### src/rtl/stb_gen_pkg.sv
// Shared types and sizing helpers for the averaging strobe generator.
package stb_gen_pkg;

  typedef enum logic [2:0] {
    IDLE       = 3'd0,
    WAIT_FIRST = 3'd1,
    MEASURE    = 3'd2,
    RUN        = 3'd3,
    ERR        = 3'd4
  } state_e;

  function automatic int acc_width(input int cnt_w, input int avg_log2);
    return cnt_w + avg_log2;
  endfunction

  function automatic int round_const(input int avg_log2);
    return 1 << (avg_log2 - 1);
  endfunction

endpackage

### src/rtl/stb_sync_edge.sv
// Multi-flop synchroniser for an asynchronous input followed by a
// registered rising-edge detector producing a 1-cycle pulse.
module stb_sync_edge #(
  parameter int SYNC_STAGES = 2
) (
  input  logic clk_i,
  input  logic rst_i,
  input  logic sig_i,
  output logic edge_o
);

  logic [SYNC_STAGES-1:0] sync_q, sync_d;
  logic                   prev_q, prev_d;
  logic                   edge_q, edge_d;

  always_comb begin
    sync_d = {sync_q[SYNC_STAGES-2:0], sig_i};
    prev_d = sync_q[SYNC_STAGES-1];
    edge_d = sync_q[SYNC_STAGES-1] & ~prev_q;
  end

  always_ff @(posedge clk_i) begin
    if (rst_i) begin
      sync_q <= '0;
      prev_q <= 1'b0;
      edge_q <= 1'b0;
    end else begin
      sync_q <= sync_d;
      prev_q <= prev_d;
      edge_q <= edge_d;
    end
  end

  assign edge_o = edge_q;

endmodule

### src/rtl/stb_gen_avg.sv
// Period-averaging strobe generator: measures 2^AVG_LOG2 input periods,
// then free-runs a phase-offset strobe, continuous or single-shot.
module stb_gen_avg
  import stb_gen_pkg::*;
#(
  parameter int T_CNT_WIDTH = 32,
  parameter int AVG_LOG2    = 3,
  parameter int SYNC_STAGES = 2
) (
  input  logic                   clk_i,
  input  logic                   rst_i,
  input  logic                   sig_i,
  input  logic                   run_det_i,
  input  logic [T_CNT_WIDTH-1:0] phase_i,
  input  logic                   continuous_i,
  input  logic                   oe_i,
  input  logic                   stb_req_i,
  output logic                   stb_o,
  output logic                   debug_stb_o,
  output logic                   stb_valid_o,
  output logic                   rdy_o,
  output logic                   err_o,
  output logic [T_CNT_WIDTH-1:0] stb_period_o
);

  localparam int TW = T_CNT_WIDTH;
  localparam int AW = acc_width(TW, AVG_LOG2);
  localparam logic [AW:0]         RND   = (AW+1)'(round_const(AVG_LOG2));
  localparam logic [AVG_LOG2-1:0] NLAST = '1;
  localparam logic [TW-1:0]       CMAX  = '1;

  state_e              state_q, state_d;
  logic [TW-1:0]       cnt_q, cnt_d;
  logic [TW-1:0]       pc_q, pc_d;
  logic [TW-1:0]       phase_q, phase_d;
  logic [TW-1:0]       period_q, period_d;
  logic [AW-1:0]       acc_q, acc_d;
  logic [AVG_LOG2-1:0] nsmp_q, nsmp_d;
  logic                rdy_q, rdy_d;
  logic                err_q, err_d;
  logic                armed_q, armed_d;
  logic                dbg_q, dbg_d;
  logic                stb_q, stb_d;
  logic                vld_q, vld_d;

  logic          edge_w;
  logic [TW-1:0] cnt_inc;
  logic [AW-1:0] acc_sum;
  logic [AW:0]   rnd_sum;
  logic [TW:0]   avg;
  logic          avg_bad;
  logic          done;
  logic          match;

  stb_sync_edge #(
    .SYNC_STAGES(SYNC_STAGES)
  ) u_sync (
    .clk_i (clk_i),
    .rst_i (rst_i),
    .sig_i (sig_i),
    .edge_o(edge_w)
  );

  // The completing edge is the pc=0 cycle, so phase 0 matches there.
  always_comb begin
    cnt_inc = cnt_q + TW'(1);
    acc_sum = acc_q + AW'(cnt_q);
    rnd_sum = {1'b0, acc_sum} + RND;
    avg     = rnd_sum[AW:AVG_LOG2];
    avg_bad = avg[TW] | (avg < (TW+1)'(2)) | ({1'b0, phase_q} >= avg);
    done    = (state_q == MEASURE) & edge_w & (nsmp_q == NLAST);
    match   = ((state_q == RUN) & (pc_q == phase_q))
            | (done & ~avg_bad & (phase_q == '0));
  end

  always_comb begin
    state_d  = state_q;
    cnt_d    = cnt_q;
    pc_d     = pc_q;
    phase_d  = phase_q;
    period_d = period_q;
    acc_d    = acc_q;
    nsmp_d   = nsmp_q;
    rdy_d    = rdy_q;
    err_d    = err_q;
    armed_d  = armed_q;
    dbg_d    = match;
    stb_d    = 1'b0;
    vld_d    = 1'b0;

    if (continuous_i) begin
      stb_d = match & oe_i;
    end else if (match & armed_q & oe_i) begin
      stb_d   = 1'b1;
      vld_d   = 1'b1;
      armed_d = 1'b0;
    end
    // A request on a match cycle arms the following period.
    if (~continuous_i & stb_req_i & rdy_q) armed_d = 1'b1;

    unique case (state_q)
      IDLE: ;
      WAIT_FIRST: begin
        cnt_d = cnt_inc;
        if (edge_w) begin
          cnt_d   = TW'(1);
          state_d = MEASURE;
        end else if (cnt_inc == CMAX) begin
          state_d = ERR;
          err_d   = 1'b1;
        end
      end
      MEASURE: begin
        cnt_d = cnt_inc;
        if (edge_w) begin
          acc_d  = acc_sum;
          nsmp_d = nsmp_q + AVG_LOG2'(1);
          cnt_d  = TW'(1);
          if (done) begin
            if (avg_bad) begin
              state_d = ERR;
              err_d   = 1'b1;
            end else begin
              period_d = avg[TW-1:0];
              pc_d     = TW'(1);
              state_d  = RUN;
              rdy_d    = 1'b1;
            end
          end
        end else if (cnt_inc == CMAX) begin
          state_d = ERR;
          err_d   = 1'b1;
        end
      end
      RUN: begin
        pc_d = (pc_q == period_q - TW'(1)) ? '0 : pc_q + TW'(1);
      end
      ERR: begin
        rdy_d = 1'b0;
        err_d = 1'b1;
      end
      default: state_d = IDLE;
    endcase

    if (run_det_i) begin
      state_d = WAIT_FIRST;
      cnt_d   = '0;
      err_d   = 1'b0;
      rdy_d   = 1'b0;
      acc_d   = '0;
      nsmp_d  = '0;
      armed_d = 1'b0;
      phase_d = phase_i;
      dbg_d   = 1'b0;
      stb_d   = 1'b0;
      vld_d   = 1'b0;
    end
  end

  always_ff @(posedge clk_i) begin
    if (rst_i) begin
      state_q  <= IDLE;
      cnt_q    <= '0;
      pc_q     <= '0;
      phase_q  <= '0;
      period_q <= '0;
      acc_q    <= '0;
      nsmp_q   <= '0;
      rdy_q    <= 1'b0;
      err_q    <= 1'b0;
      armed_q  <= 1'b0;
      dbg_q    <= 1'b0;
      stb_q    <= 1'b0;
      vld_q    <= 1'b0;
    end else begin
      state_q  <= state_d;
      cnt_q    <= cnt_d;
      pc_q     <= pc_d;
      phase_q  <= phase_d;
      period_q <= period_d;
      acc_q    <= acc_d;
      nsmp_q   <= nsmp_d;
      rdy_q    <= rdy_d;
      err_q    <= err_d;
      armed_q  <= armed_d;
      dbg_q    <= dbg_d;
      stb_q    <= stb_d;
      vld_q    <= vld_d;
    end
  end

  assign stb_o        = stb_q;
  assign debug_stb_o  = dbg_q;
  assign stb_valid_o  = vld_q;
  assign rdy_o        = rdy_q;
  assign err_o        = err_q;
  assign stb_period_o = period_q;

endmodule

### config.mk
export PLATFORM = sky130hd
export DESIGN_NAME = stb_gen_avg
export DESIGN_NICKNAME = d
export VERILOG_FILES = /design/src/rtl/stb_gen_pkg.sv /design/src/rtl/stb_sync_edge.sv /design/src/rtl/stb_gen_avg.sv
export SDC_FILE = /design/constraint.sdc
export NUM_CORES = 1
export LEC_CHECK = 0
export CAP_MARGIN = 20
export CORE_UTILIZATION = 40
export CTS_CLUSTER_DIAMETER = 60
export CTS_CLUSTER_SIZE = 25
export DETAILED_ROUTE_END_ITERATION = 7
export PLACE_DENSITY_LB_ADDON = 0.05
export SLEW_MARGIN = 10
export SYNTH_ARGS = -nofsm -noshare
export SYNTH_HDL_FRONTEND = slang
export SYNTH_SLANG_ARGS = --single-unit
### constraint.sdc
create_clock -name clk_i -period 7.83 [get_ports clk_i]
set_clock_uncertainty 0.05 [all_clocks]
set_input_delay 1.566 -clock clk_i [delete_from_list [all_inputs] [get_ports clk_i]]
set_output_delay 1.566 -clock clk_i [all_outputs]
set_load 0.03 [all_outputs]
---- Word level (Yosys, flattened, before mapping) ----
Cells that the tools add are included.
word-level totals
  bits in registers ....................... 179
  bits of input ports ..................... 39
  word-level logic and storage cells ...... 106
  output and inout port bits .............. 37
cells by class
  muxes and demuxes ....................... 28
  $add $sub $neg .......................... 6
  eq/ne operators ......................... 17
  reductions and logical operators ........ 18
  bitwise logic cells ..................... 18
  $lt $le $gt $ge ......................... 2
operators with widths
  cell                                                                   number
  32-bit two-way mux                                                     5
  32-bit by 1-bit adder with 32-bit output, second input constant        2
  32-bit equality test                                                   2
  32-bit case mux with 2 select lines                                    1
  35-bit by 3-bit adder with 36-bit output, second input constant        1
  35-bit by 32-bit adder with 35-bit output                              1
  32-bit by 33-bit >= comparator with 1-bit output                       1
  33-bit by 2-bit < comparator with 1-bit output, second input constant  1
  32-bit equality test, second input constant                            1
  32-bit zero test                                                       1
  32-bit by 1-bit subtractor with 32-bit output, second input constant   1
  4-bit AND reduction                                                    4
  3-bit two-way mux                                                      5
  1-bit two-way mux                                                      14
  1-bit AND                                                              11
  3-bit case mux with 3 select lines                                     1
  2-bit AND reduction                                                    4
  3-bit by 2-bit equality test with 1-bit output, second input constant  2
  3-bit equality test, second input constant                             2
  2-bit by 1-bit != test with 1-bit output, second input constant        3
  2-bit != test, second input constant                                   3
  3-bit != test, second input constant                                   2
  2-bit nonzero test                                                     3
  3-bit OR reduction                                                     2
  10 further kinds                                                       16

---- Depth between registers and ports, before layout ----
Gate-level depths: netlist (run 1).
  depth in word-level cells ............... 14
  gate-level depth with buffers ........... 30
  mapped depth without buffers ............ 26

---- Cells and area by module ----
From an unflattened synthesis (run 1), not the netlist that was laid out.
unflattened totals
  cell total of the unflattened synthesis .. 1,763
  area, all modules ....................... 13,513.0 µm²
by module, submodules not included
  module         cells an instance  area an instance (µm²)  sequential area each (µm²)  instances
  stb_gen_avg    1,755              13,401.6                3,503.4                     1
  stb_sync_edge  8                  111.4                   80.1                        1

---- Worst setup path before layout (run 1) ----
No wires, ideal clock.
  kind .................................... register -> register
  start point ............................. reg cnt_q[0]
  end point ............................... reg pc_q[22]
  clock period less this slack ............ 6.425 ns
  setup time .............................. 0.072 ns
  setup slack ............................. 1.405 ns
  buffers on the path ..................... 3
  arrival ................................. 6.303 ns
  stages on the path, launching flop included .. 30
  required time ........................... 7.708 ns
  cell sequence ........................... dfxtp_1 > ha_1 > inv_1 > fa_1 > nor2b_1 > o21a_2 > o211a_1 > nor3_1 > xnor2_1 > nand4_1 > buf_2 > nor3_1 > and2_0 > clkbuf_1 > nand2_1 > nor2_1 > xnor2_1 > ha_1 > nand4_1 > or2_2 > nor3_1 > o2111ai_1 > or3_1 > a21oi_1 > a311o_1 > a211oi_2 > a21oi_1 > buf_2 > nand4_1 > mux2i_1
on the way
  cells in the longest elaborated chain, start to end .. 7
  elaborated cells between the ends (all ways) .. 8
  classes of those cells .................. 2 x add/sub; 2 x order compare; 1 x eq/ne; 2 x bitwise; 1 x reduce/logical
RTL lines
  item                                            RTL line            text
  start, declared                                 stb_gen_avg.sv:33   logic [TW-1:0] cnt_q, cnt_d;
  start signal, assigned                          stb_gen_avg.sv:177  cnt_q <= cnt_d;
  35-bit by 32-bit adder with 35-bit output (*)   stb_gen_avg.sv:67   acc_sum = acc_q + AW'(cnt_q);
  35-bit by 3-bit adder with 36-bit output (*)    stb_gen_avg.sv:68   rnd_sum = {1'b0, acc_sum} + RND;
  33-bit by 2-bit < comparator with 1-bit output  stb_gen_avg.sv:70   avg_bad = avg[TW] | (avg < (TW+1)'(2)) | ({1'b0, phase_q} >= avg);
  1-bit OR                                        stb_gen_avg.sv:70
  1-bit OR (*)                                    stb_gen_avg.sv:70
  2-bit != test (no source line) (*)              -
  4-bit AND reduction (no source line) (*)        -
  end signal, assigned                            stb_gen_avg.sv:178  pc_q <= pc_d;
  end, declared                                   stb_gen_avg.sv:34   logic [TW-1:0] pc_q, pc_d;
Mark *: on every way between the ends. The rest lies on a longest branch, timed or not.
A chain may end at the register's enable or synchronous reset.

---- Worst setup path after layout (run 1) ----
  start point ............................. reg cnt_q[0]
  end point ............................... reg pc_q[18]
Same word-level chain as after synthesis.

==> results.md, run 1 <==
* Status: complete, no violations
* Post-synth top area cell: dfxtp_1
* Synth async-reset ratio at 0%
* Worst-Margin Slew at 0.968 ns
* Via count at 13,100
* Core Footprint at 0.0338 sq mm
* # DRC at 0
* Total Nets Final at 1,890
* Rel. slew slack at 35.2%
* Fmax at 137 MHz
* Avg Vias per Cell at 5.87
* P_leak at 5.87 nW
* Number of H-tree levels at 4
* Layout area overhead at 12.0%
* Yosys top cell area share at 26.0%
* Arrival time worst endpoint at 7.66 ns
* Flop pwr share at 46.8%
* Unrepaired setup endpoints after global routing: false
* Fin util at 45.8%
* CP max stage delay at 0.51 ns
* TritonCTS clock tree: built
* Hold WS at 0.335 ns
* Die Y at 188 um
* Setup crit start kind: flip-flop
* Shortest period the worst path allows at 7.31 ns
* Fin crit share at 93.4%
* CTS clock-pin slew for the worst setup and hold paths at 0.08 ns
* Syn nets at 1,885
* Root buffer cell: clkbuf_16
* Comb pwr share at 7.3%
* Switching pwr at 0.564 mW
* Switching Share at 28.1%
* Synthesized area at 0.0138 sq mm
* Clock buffer depth at 2
* Most frequent cell after synthesis: nor2_1
* DIE WIDTH at 188 um
* Rows at 67
* Vias in the first global route at 12,400
* Max Cap Violations at 0
* Peak VDD IR at 153 uV
* Wire length of the first global-routing pass at 70,300 um
* Initial Utilization at 40.9%
* Initial DRT Pass Iterations at 7
* Max FO, Critical Path at 54
* Top post-synthesis cells by area: dfxtp_1 (26%), ha_1 (6.3%), nor2_1 (5.6%)
* Crit. End Element: flip-flop
* GRT Overall Usage at 25.3%
* Gr ovfl total at 0
* Sequential-to-total area share from yosys stat at 26.0%
* Worst-Skew Late Latency at 0.47 ns
* Slowest cell on the critical path: buf_4
* Worst EP required at 8.18 ns
* Final Max Slew Viols at 0
* EDFF count, synth at 0
* Initial antenna violation count at 1
* DRT iter0 DRCs at 789
* CTS Hold Buffers Added at 0
* Final HPWL DP at 33,300 um
* Final hold violation count at 0
* Most common library cells after synthesis: nor2_1 (207), dfxtp_1 (179), nand2_1 (149)
* #FFs+latches synth at 179
* Num CTS Buffers at 17
* Post-DRT Antenna Nets at 0
* Pwr Total at 2.01 mW
* Routability cong. at 0.981
* DR WL/cell at 19.9 um
* Final setup fails at 0
* Diodes inserted at 0
* Setup TNS at 0 ns
* Largest net degree at the start of global routing at 75
* Top FF cell, synth: dfxtp_1
* Hold/Removal Path Class: reg -> reg
* Post-Synthesis Cells at 1,775
* Layout cells sized above 1 at 7.92%
* P_int at 1.45 mW
* Power per Cell Area at 130 mW/mm^2
* Sink Count at 179
* Mean Syn Cell Area at 7.78 sq um
* Port bufs at 75
* Die area at 0.0353 sq mm
* Ports at 76
* Yosys cell types at 88
* Routed WL at 44,700 um
* Yosys warns at 0
* Setup CP Type: reg -> reg
* Clock power frac at 46.0%
-- critical path, delay by kind of cell (launching register included) --
kind            cells  cell delay (ns)
flops               1             0.46
fa+ha+maj           3             1.03
buf+inv             2             0.59
simple gates       10             2.78
mux                 1             0.17
xor+xnor            1             0.11
compound gates      9             2.04
-- power by group through the flow --
stage	registers [mW]	logic (mW)	clock network, mW
2_1_floorplan	0.952	0.0971	0
3_3_place_gp	0.962	0.146	0
3_5_place_dp	0.962	0.147	0
4_1_cts	0.941	0.148	0.943
5_1_grt	0.942	0.162	0.979
6_report	0.941	0.146	0.925
-- final cells by class --
cell class | count | area, sq um
clock buffers | 17 | 425
clock inverters | 15 | 189
fillers | 3464 | 18300
inverters | 34 | 128
multi-input cells | 1444 | 9610
flip-flops and latches | 179 | 3580
well taps | 448 | 561
repair buffers | 104 | 971
-- final timing paths --
kind / start / to / slack, ns / depth (start not counted)
worst min-delay path: u_sync.prev_q / u_sync.edge_o / 0.34 / 1
worst min register to register: u_sync.prev_q / u_sync.edge_o / 0.34 / 1
worst max register to register: cnt_q[0] / pc_q[18] / 0.52 / 26
worst max-delay path: cnt_q[0] / pc_q[18] / 0.52 / 26
-- cells by family after synthesis --
logic type,Yosys count,synth area share [%]
AOI/OAI and AO/OA,415,21.2
xor gates and xnor gates,147,9.38
adders and majority gates,71,6.49
buffers and inverters,152,4.68
DFF,179,26.0
muxes,71,5.17
and+or+nand+nor,740,27.1
-- sequential cells by signal, summed over array words and instances, names as in the netlist, 2 cells and up --
register and cells:
acc_q 35, cnt_q 32, nsmp_q 3, pc_q 32
phase_q 32, state_q 3, stb_period_o 32, u_sync.sync_q 2
-- per-stage QoR --
| step | setup WS [ns] | cells | area [sq um] |
|---|---|---|---|
| after detailed placement | 0.539 | 2208 | 14800 |
| final | 0.517 | 2241 | 15500 |
| after global routing | 0.0263 | 2241 | 15500 |
| after global placement | 0.706 | 2208 | 14800 |
| after floorplan | 1.41 | 1775 | 13800 |
| after CTS | 0.534 | 2240 | 15500 |
-- cell usage in the layout, fill, tap and decap left out, types with 12 or more instances in the layout --
cell	netlist	final
nor2_1	207	206
dfxtp_1	179	179
nand2_1	149	149
a21oi_1	129	128
xnor2_1	82	82
nand3_1	76	76
clkdlybuf4s50_1	0	73
nand4_1	71	71
ha_1	70	70
mux2i_1	69	69
xor2_1	64	64
o21ai_0	63	63
nor3_1	46	46
inv_1	33	33
nor4_1	34	33
buf_4	0	28
or3_1	27	27
a211oi_2	27	27
a21o_1	25	25
a211oi_1	25	25
and3_1	20	20
o211ai_1	17	17
clkbuf_16	0	17
a31oi_1	16	16
and2_1	15	15
nor2b_1	14	14
nand2b_1	12	12
o31ai_1	12	12
-- metal layers --
| layer | routed length [um] | global-route usage (%) |
|---|---|---|
| met1 | 21100 | 34.1 |
| met2 | 20800 | 41.4 |
| met3 | 1540 | 2.88 |
| met4 | 1250 | 9.13 |
| met5 | 0 | 0 |
-- repair_timing --
action	CTS	global route
setup endpoints to repair	0	25
gates resized for setup	0	1
hold endpoints to repair	0	0
setup buffers	0	0
Note: power is estimated with default switching activity, not from simulation.
==> inputs of run 2 (changes only) <==
--- a/config.mk
+++ b/config.mk
@@ -5,8 +5,7 @@
 export SDC_FILE = /design/constraint.sdc
 export NUM_CORES = 1
 export LEC_CHECK = 0
-export CAP_MARGIN = 20
-export CORE_UTILIZATION = 40
+export CORE_UTILIZATION = 59
 export CTS_CLUSTER_DIAMETER = 60
 export CTS_CLUSTER_SIZE = 25
 export DETAILED_ROUTE_END_ITERATION = 7
==> run 2 against run 1 <==
- power is 2.0% lower
- clock power is 4.3% lower
- design area is 1.4% lower
- critical path type unchanged
- largest cell class unchanged
- critical path depth is 1 higher
- routed wire length is 9.8% lower
==> results.md, run 2 (same netlist as run 1, synthesis figures left out) <==
* Hold/Removal Path Class: reg -> reg (unchanged)
* Status: complete, no violations (unchanged)
* Fmax at 139 MHz (was 137 MHz)
* Die Y at 155 um (was 188 um)
* DRT iter0 DRCs at 1,092 (was 789)
* Worst EP required at 8.12 ns (was 8.18 ns)
* Crit. End Element: flip-flop (unchanged)
* Rows at 55 (was 67)
* Final HPWL DP at 29,300 um (was 33,300 um)
* Max FFs per register at 35 (unchanged)
* Initial antenna violation count at 0 (was 1)
* Pwr Total at 1.97 mW (was 2.01 mW)
* Initial Utilization at 60.6% (was 40.9%)
* Reg area at 0.00358 sq mm (unchanged)
* Port bufs at 75 (unchanged)
* Ports at 76 (unchanged)
* Clock power frac at 44.9% (was 46.0%)
* Via count at 13,300 (was 13,100)
* Register name with the most flops: acc_q (unchanged)
* Final instance area at 0.0152 sq mm (was 0.0155 sq mm)
* CTS clock-pin slew for the worst setup and hold paths at 0.08 ns (about the same)
* # DRC at 0 (unchanged)
* GRT Overall Usage at 33.8% (was 25.3%)
* Final setup fails at 0 (unchanged)
* Die area at 0.0240 sq mm (was 0.0353 sq mm)
* Arrival time worst endpoint at 7.49 ns (was 7.66 ns)
* Most frequent cells in the layout: nor2_1 (206), dfxtp_1 (179), nand2_1 (149) (unchanged)
* Power per Cell Area at 129 mW/mm^2 (was 130 mW/mm^2)
* Max FO, Critical Path at 75 (was 54)
* Initial DRT Pass Iterations at 5 (was 7)
* Rel. slew slack at 22.8% (was 35.2%)
* Routed WL at 40,300 um (was 44,700 um)
* Cell Area, Placed at 0.0146 sq mm (was 0.0148 sq mm)
* Hold WS at 0.345 ns (was 0.335 ns)
* TritonCTS clock tree: built (unchanged)
* P_leak at 5.84 nW (was 5.87 nW)
* Switching Share at 27.7% (was 28.1%)
* Gr ovfl total at 0 (unchanged)
* Min-delay src: u_sync.prev_q (unchanged)
* Diodes inserted at 0 (unchanged)
* Sink Count at 179 (unchanged)
* Clock buffer depth at 2 (unchanged)
* Reg2reg start: cnt_q[0] (unchanged)
* Filler cell count at 1,959 (was 3,464)
* Setup crit start kind: flip-flop (unchanged)
* Vias in the first global route at 12,400 (about the same)
* Final Max Slew Viols at 0 (unchanged)
* Fin util at 66.9% (was 45.8%)
* Shortest period the worst path allows at 7.20 ns (was 7.31 ns)
* Num CTS Buffers at 17 (unchanged)
* Switching pwr at 0.547 mW (was 0.564 mW)
* Worst hold path depth at 1 (unchanged)
* Number of H-tree levels at 4 (unchanged)
* CTS Hold Buffers Added at 0 (unchanged)
* Cell depth of the worst flop-to-flop path at 27 (was 26)
* Post-CTS setup buffer count at 0 (unchanged)
* Core Footprint at 0.0228 sq mm (was 0.0338 sq mm)
* Worst-Margin Slew at 1.15 ns (was 0.968 ns)
* DR WL/cell at 19.2 um (was 19.9 um)
* Unrepaired setup endpoints after global routing: false (unchanged)
* Flop pwr share at 47.7% (was 46.8%)
* DIE WIDTH at 155 um (was 188 um)
* Setup TNS at 0 ns (unchanged)
* Setup CP Type: reg -> reg (unchanged)
* P_int at 1.42 mW (was 1.45 mW)
* Worst-Skew Late Latency at 0.45 ns (was 0.47 ns)
* Wire length of the first global-routing pass at 64,700 um (was 70,300 um)
* Final hold violation count at 0 (unchanged)
* Peak VDD IR at 98.7 uV (was 153 uV)
* Layout area overhead at 10.4% (was 12.0%)
* Fin crit share at 92.0% (was 93.4%)
* Layout cells sized above 1 at 7.67% (was 7.92%)
* Post-DRT Antenna Nets at 0 (unchanged)
* Most common cell after layout, fill and taps aside: nor2_1 (unchanged)
* Avg Vias per Cell at 6.33 (was 5.87)
* CP startpoint: cnt_q[0] (unchanged)
* Comb pwr share at 7.4% (was 7.3%)
* Routability cong. at 1.00 (was 0.981)
* Total Nets Final at 1,883 (was 1,890)
* Largest net degree at the start of global routing at 76 (was 75)
* Root buffer cell: clkbuf_16 (unchanged)
* Area occupied by multi-input gates at 0.00963 sq mm (was 0.00961 sq mm)
* Max Cap Violations at 0 (unchanged)
run 2: cell types whose count changed in the layout (fill, tap and decap cells not counted), moves of 2 or more:
cell / before / now
clkinvlp_4: 3 / 1
inv_6: 1 / 3
buf_4: 28 / 22
clkinv_8: 3 / 1
clkinv_4: 0 / 2
run 2: path summary, 6_finish.rpt:
| kind | endpoint | slack, ns |
|---|---|---|
| worst max register to register | stb_valid_o | 0.63 |
| worst min register to register | u_sync.edge_o | 0.35 |
| worst max-delay path | stb_valid_o | 0.63 |
| worst min-delay path | u_sync.edge_o | 0.35 |
run 2: layer usage:
layer / GRT usage, % / share of wire (%) / vias up
li1: - / - / 6490
met1: 43.8 / 44 / 6270
met2: 56.9 / 47 / 445
met3: 3.98 / 5.8 / 85
met4: 13.8 / 3.5 / 0
met5: 0 / 0 / -
run 2: through the flow:
step	instances	setup WS (ns)
after floorplan	1775	1.41
after global placement	2067	0.869
after detailed placement	2067	0.628
after CTS	2099	0.544
after global routing	2099	0.0596
final	2099	0.629
run 2: what timing repair did:
| item | in CTS | in global routing |
|---|---|---|
| hold endpoints to repair | 0 | 0 |
| endpoints found under the setup margin | 0 | 15 |
| resized for setup | 0 | 4 |
run 2: layout make-up:
| cell class | count | share of cell area, % |
|---|---|---|
| clock buffer | 18 | 2.88 |
| clock inverter | 14 | 0.993 |
| inverter | 34 | 0.837 |
| multi-input combinational | 1444 | 63.2 |
| sequential | 179 | 23.5 |
| tap | 313 | 2.57 |
| timing repair buffer | 97 | 6.04 |
run 2: worst max-delay path, stage by stage (launching register included):
cell and delay [ns]:
dfxtp_1 0.46, ha_1 0.26, inv_1 0.07, fa_1 0.45, nor2b_1 0.23, o21a_2 0.27, o2111ai_1 0.29, nand2_1 0.20
mux2i_1 0.32, nand3_1 0.25, nor4_2 0.31, buf_4 0.19, and2_0 0.29, nand3b_1 0.13, xor2_1 0.28, ha_1 0.30
a21o_1 0.16, a21oi_1 0.18, o31ai_1 0.11, a31oi_1 0.14, o221a_2 0.19, o31ai_1 0.06, a311o_1 0.38, a211oi_4 0.42
o31a_2 0.27, buf_12 0.36, a21o_1 0.20, nor4b_1 0.25
run 2: power by group through the flow:
| stage | clock [mW] | combinational, mW | sequential (mW) |
|---|---|---|---|
| finish | 0.885 | 0.145 | 0.941 |
| global route | 0.928 | 0.159 | 0.942 |
| CTS | 0.892 | 0.144 | 0.940 |
| detailed placement | 0 | 0.143 | 0.961 |
| global placement | 0 | 0.139 | 0.961 |
| floorplan | 0 | 0.0971 | 0.952 |
==> RTL edit: new RTL, config.mk and constraints of run 2 <==
`pc_q` no longer has a reset.
--- a/src/rtl/stb_gen_avg.sv
+++ b/src/rtl/stb_gen_avg.sv
@@ -162,5 +162,4 @@
       state_q  <= IDLE;
       cnt_q    <= '0;
-      pc_q     <= '0;
       phase_q  <= '0;
       period_q <= '0;
@@ -176,5 +175,4 @@
       state_q  <= state_d;
       cnt_q    <= cnt_d;
-      pc_q     <= pc_d;
       phase_q  <= phase_d;
       period_q <= period_d;
@@ -190,4 +188,8 @@
   end
 
+  always_ff @(posedge clk_i) begin
+    pc_q <= pc_d;
+  end
+
   assign stb_o        = stb_q;
   assign debug_stb_o  = dbg_q;
Formal check against the unedited RTL: same outputs for any inputs over 10 cycles, from zero or initial values and one cycle with rst_i high; that may be too few to reach the edited logic, so the function may still have changed.
==> RTL edit against run 2 <==
Final cell count decreased by 1.2%. Setup slack got worse by 80 ps. Routed wire length decreased by 2.0%. Power down 0.16%. Largest cell class unchanged. Design area increased by 1.3%. Die area grew 1.1%. Synthesized area grew 1.2%. Synthesized cell count down 2.8%. Sequential share of layout area grew 1.8 points. Sequential cell count stayed put.
==> RTL edit: results (changes against run 2) <==
| Metric | Value |
|---|---|
| Clock network power | `0.000869 W (-2%)` |
| Setup slack, reg-to-reg | `550 ps (-80 ps)` |
| Fin Hold WS | `350.4 ps (+5.253 ps)` |
| Initial DRC count | `1040 (-4.8%)` |
| Met3 wire length | `2303 um (-2.0%)` |
| Sequential element share of the synthesized area | `0.2795 (+0.01998)` |
| Met2 Wirelength | `18490 um (-2.5%)` |
| Buffering overhead | `0.05527 (-0.005125)` |
| Clock Network Area Fraction | `0.03760 (-0.001128)` |
| Vias | `12988 (-2.3%)` |
| Met3 Track Usage GR | `0.03583 (-0.004000)` |
| Area Overhead vs Synth | `10.56%` |
| Leak | `5.735 nW (-1.8%)` |
| Layout cells sized above 1 | `0.07159 (-0.005117)` |
| Post-Route M1 WL | `17440 um (-0.71%)` |
| Max VDD drop | `0.1141 mV (+16%)` |
| Post-DP HPWL | `29600 um (+0.97%)` |
| Outcome | `completed` |
| Vias in the first global route | `12174 (-1.7%)` |
| Synth Area in XOR/XNOR | `0.1084 (+0.01461)` |
| Sequential share of power | `0.490 (+0.013)` |
| Non-clock buffers | `90 (-7.2%)` |
| Multi-input logic area | `0.009613 mm^2 (-0.22%)` |
| Global-route wire length before repair | `62760 um (-3.0%)` |
| Fill cells | `1994 (+1.8%)` |
| Largest net degree at the start of global routing | `91 (+20%)` |
| Avg WL per Cell | `19.05 um (-0.79%)` |
| # nets final | `1857 (-1.4%)` |
| Most instantiated cells after synthesis | `217 x nor2_1, 157 x nand2_1, 147 x dfxtp_1` |
| Post-Place Setup Slack | `457.7 ps (-170.2 ps)` |
| Max Freq | `137.3 MHz (-1.1%)` |
| Vias per inst | `6.265 (-1.0%)` |
| Worst-margin pin slew | `1267 ps (+116.7 ps)` |
| Grt met2 use | `0.5495 (-0.01975)` |
| Tot GR Track Use | `0.3262 (-0.01159)` |
| Inst Count DP | `2040 (-1.3%)` |
| Worst setup endpoint | `pc_q[12]$_SDFFCE_PP0P_` |
| Comb_multi_in | `1433 (-0.76%)` |
| Compound-gate portion of the synthesized area | `0.1764 (-0.03584)` |
==> RTL edit: changes by cell type in the layout (fill, tap and decap cells not counted), moves of 11 or more <==
cell / before / now
dfxtp_1: 179 / 147
edfxtp_1: 0 / 32
nand3_1: 76 / 44
mux2i_1: 69 / 41
nor2b_1: 14 / 41
mux2_4: 0 / 26
nand4_1: 71 / 45
a211oi_2: 26 / 3
xnor2_1: 81 / 104
nor2_1: 206 / 217
==> RTL edit: critical path, stage by stage (launching register included) <==
cell	delay [ps]
dfxtp_1	470
ha_1	210
inv_1	50
fa_1	400
nand2b_1	200
a21o_1	240
a2111oi_1	520
or3_1	220
xor2_1	280
nand4_1	400
nor4_2	510
nand4_1	260
o21a_1	270
or2_2	320
ha_1	300
nand3_1	110
nor2_1	150
and4_1	250
nand2_1	80
or3_1	310
a22o_1	210
o311a_1	170
and3b_1	220
o31ai_1	310
a21oi_4	400
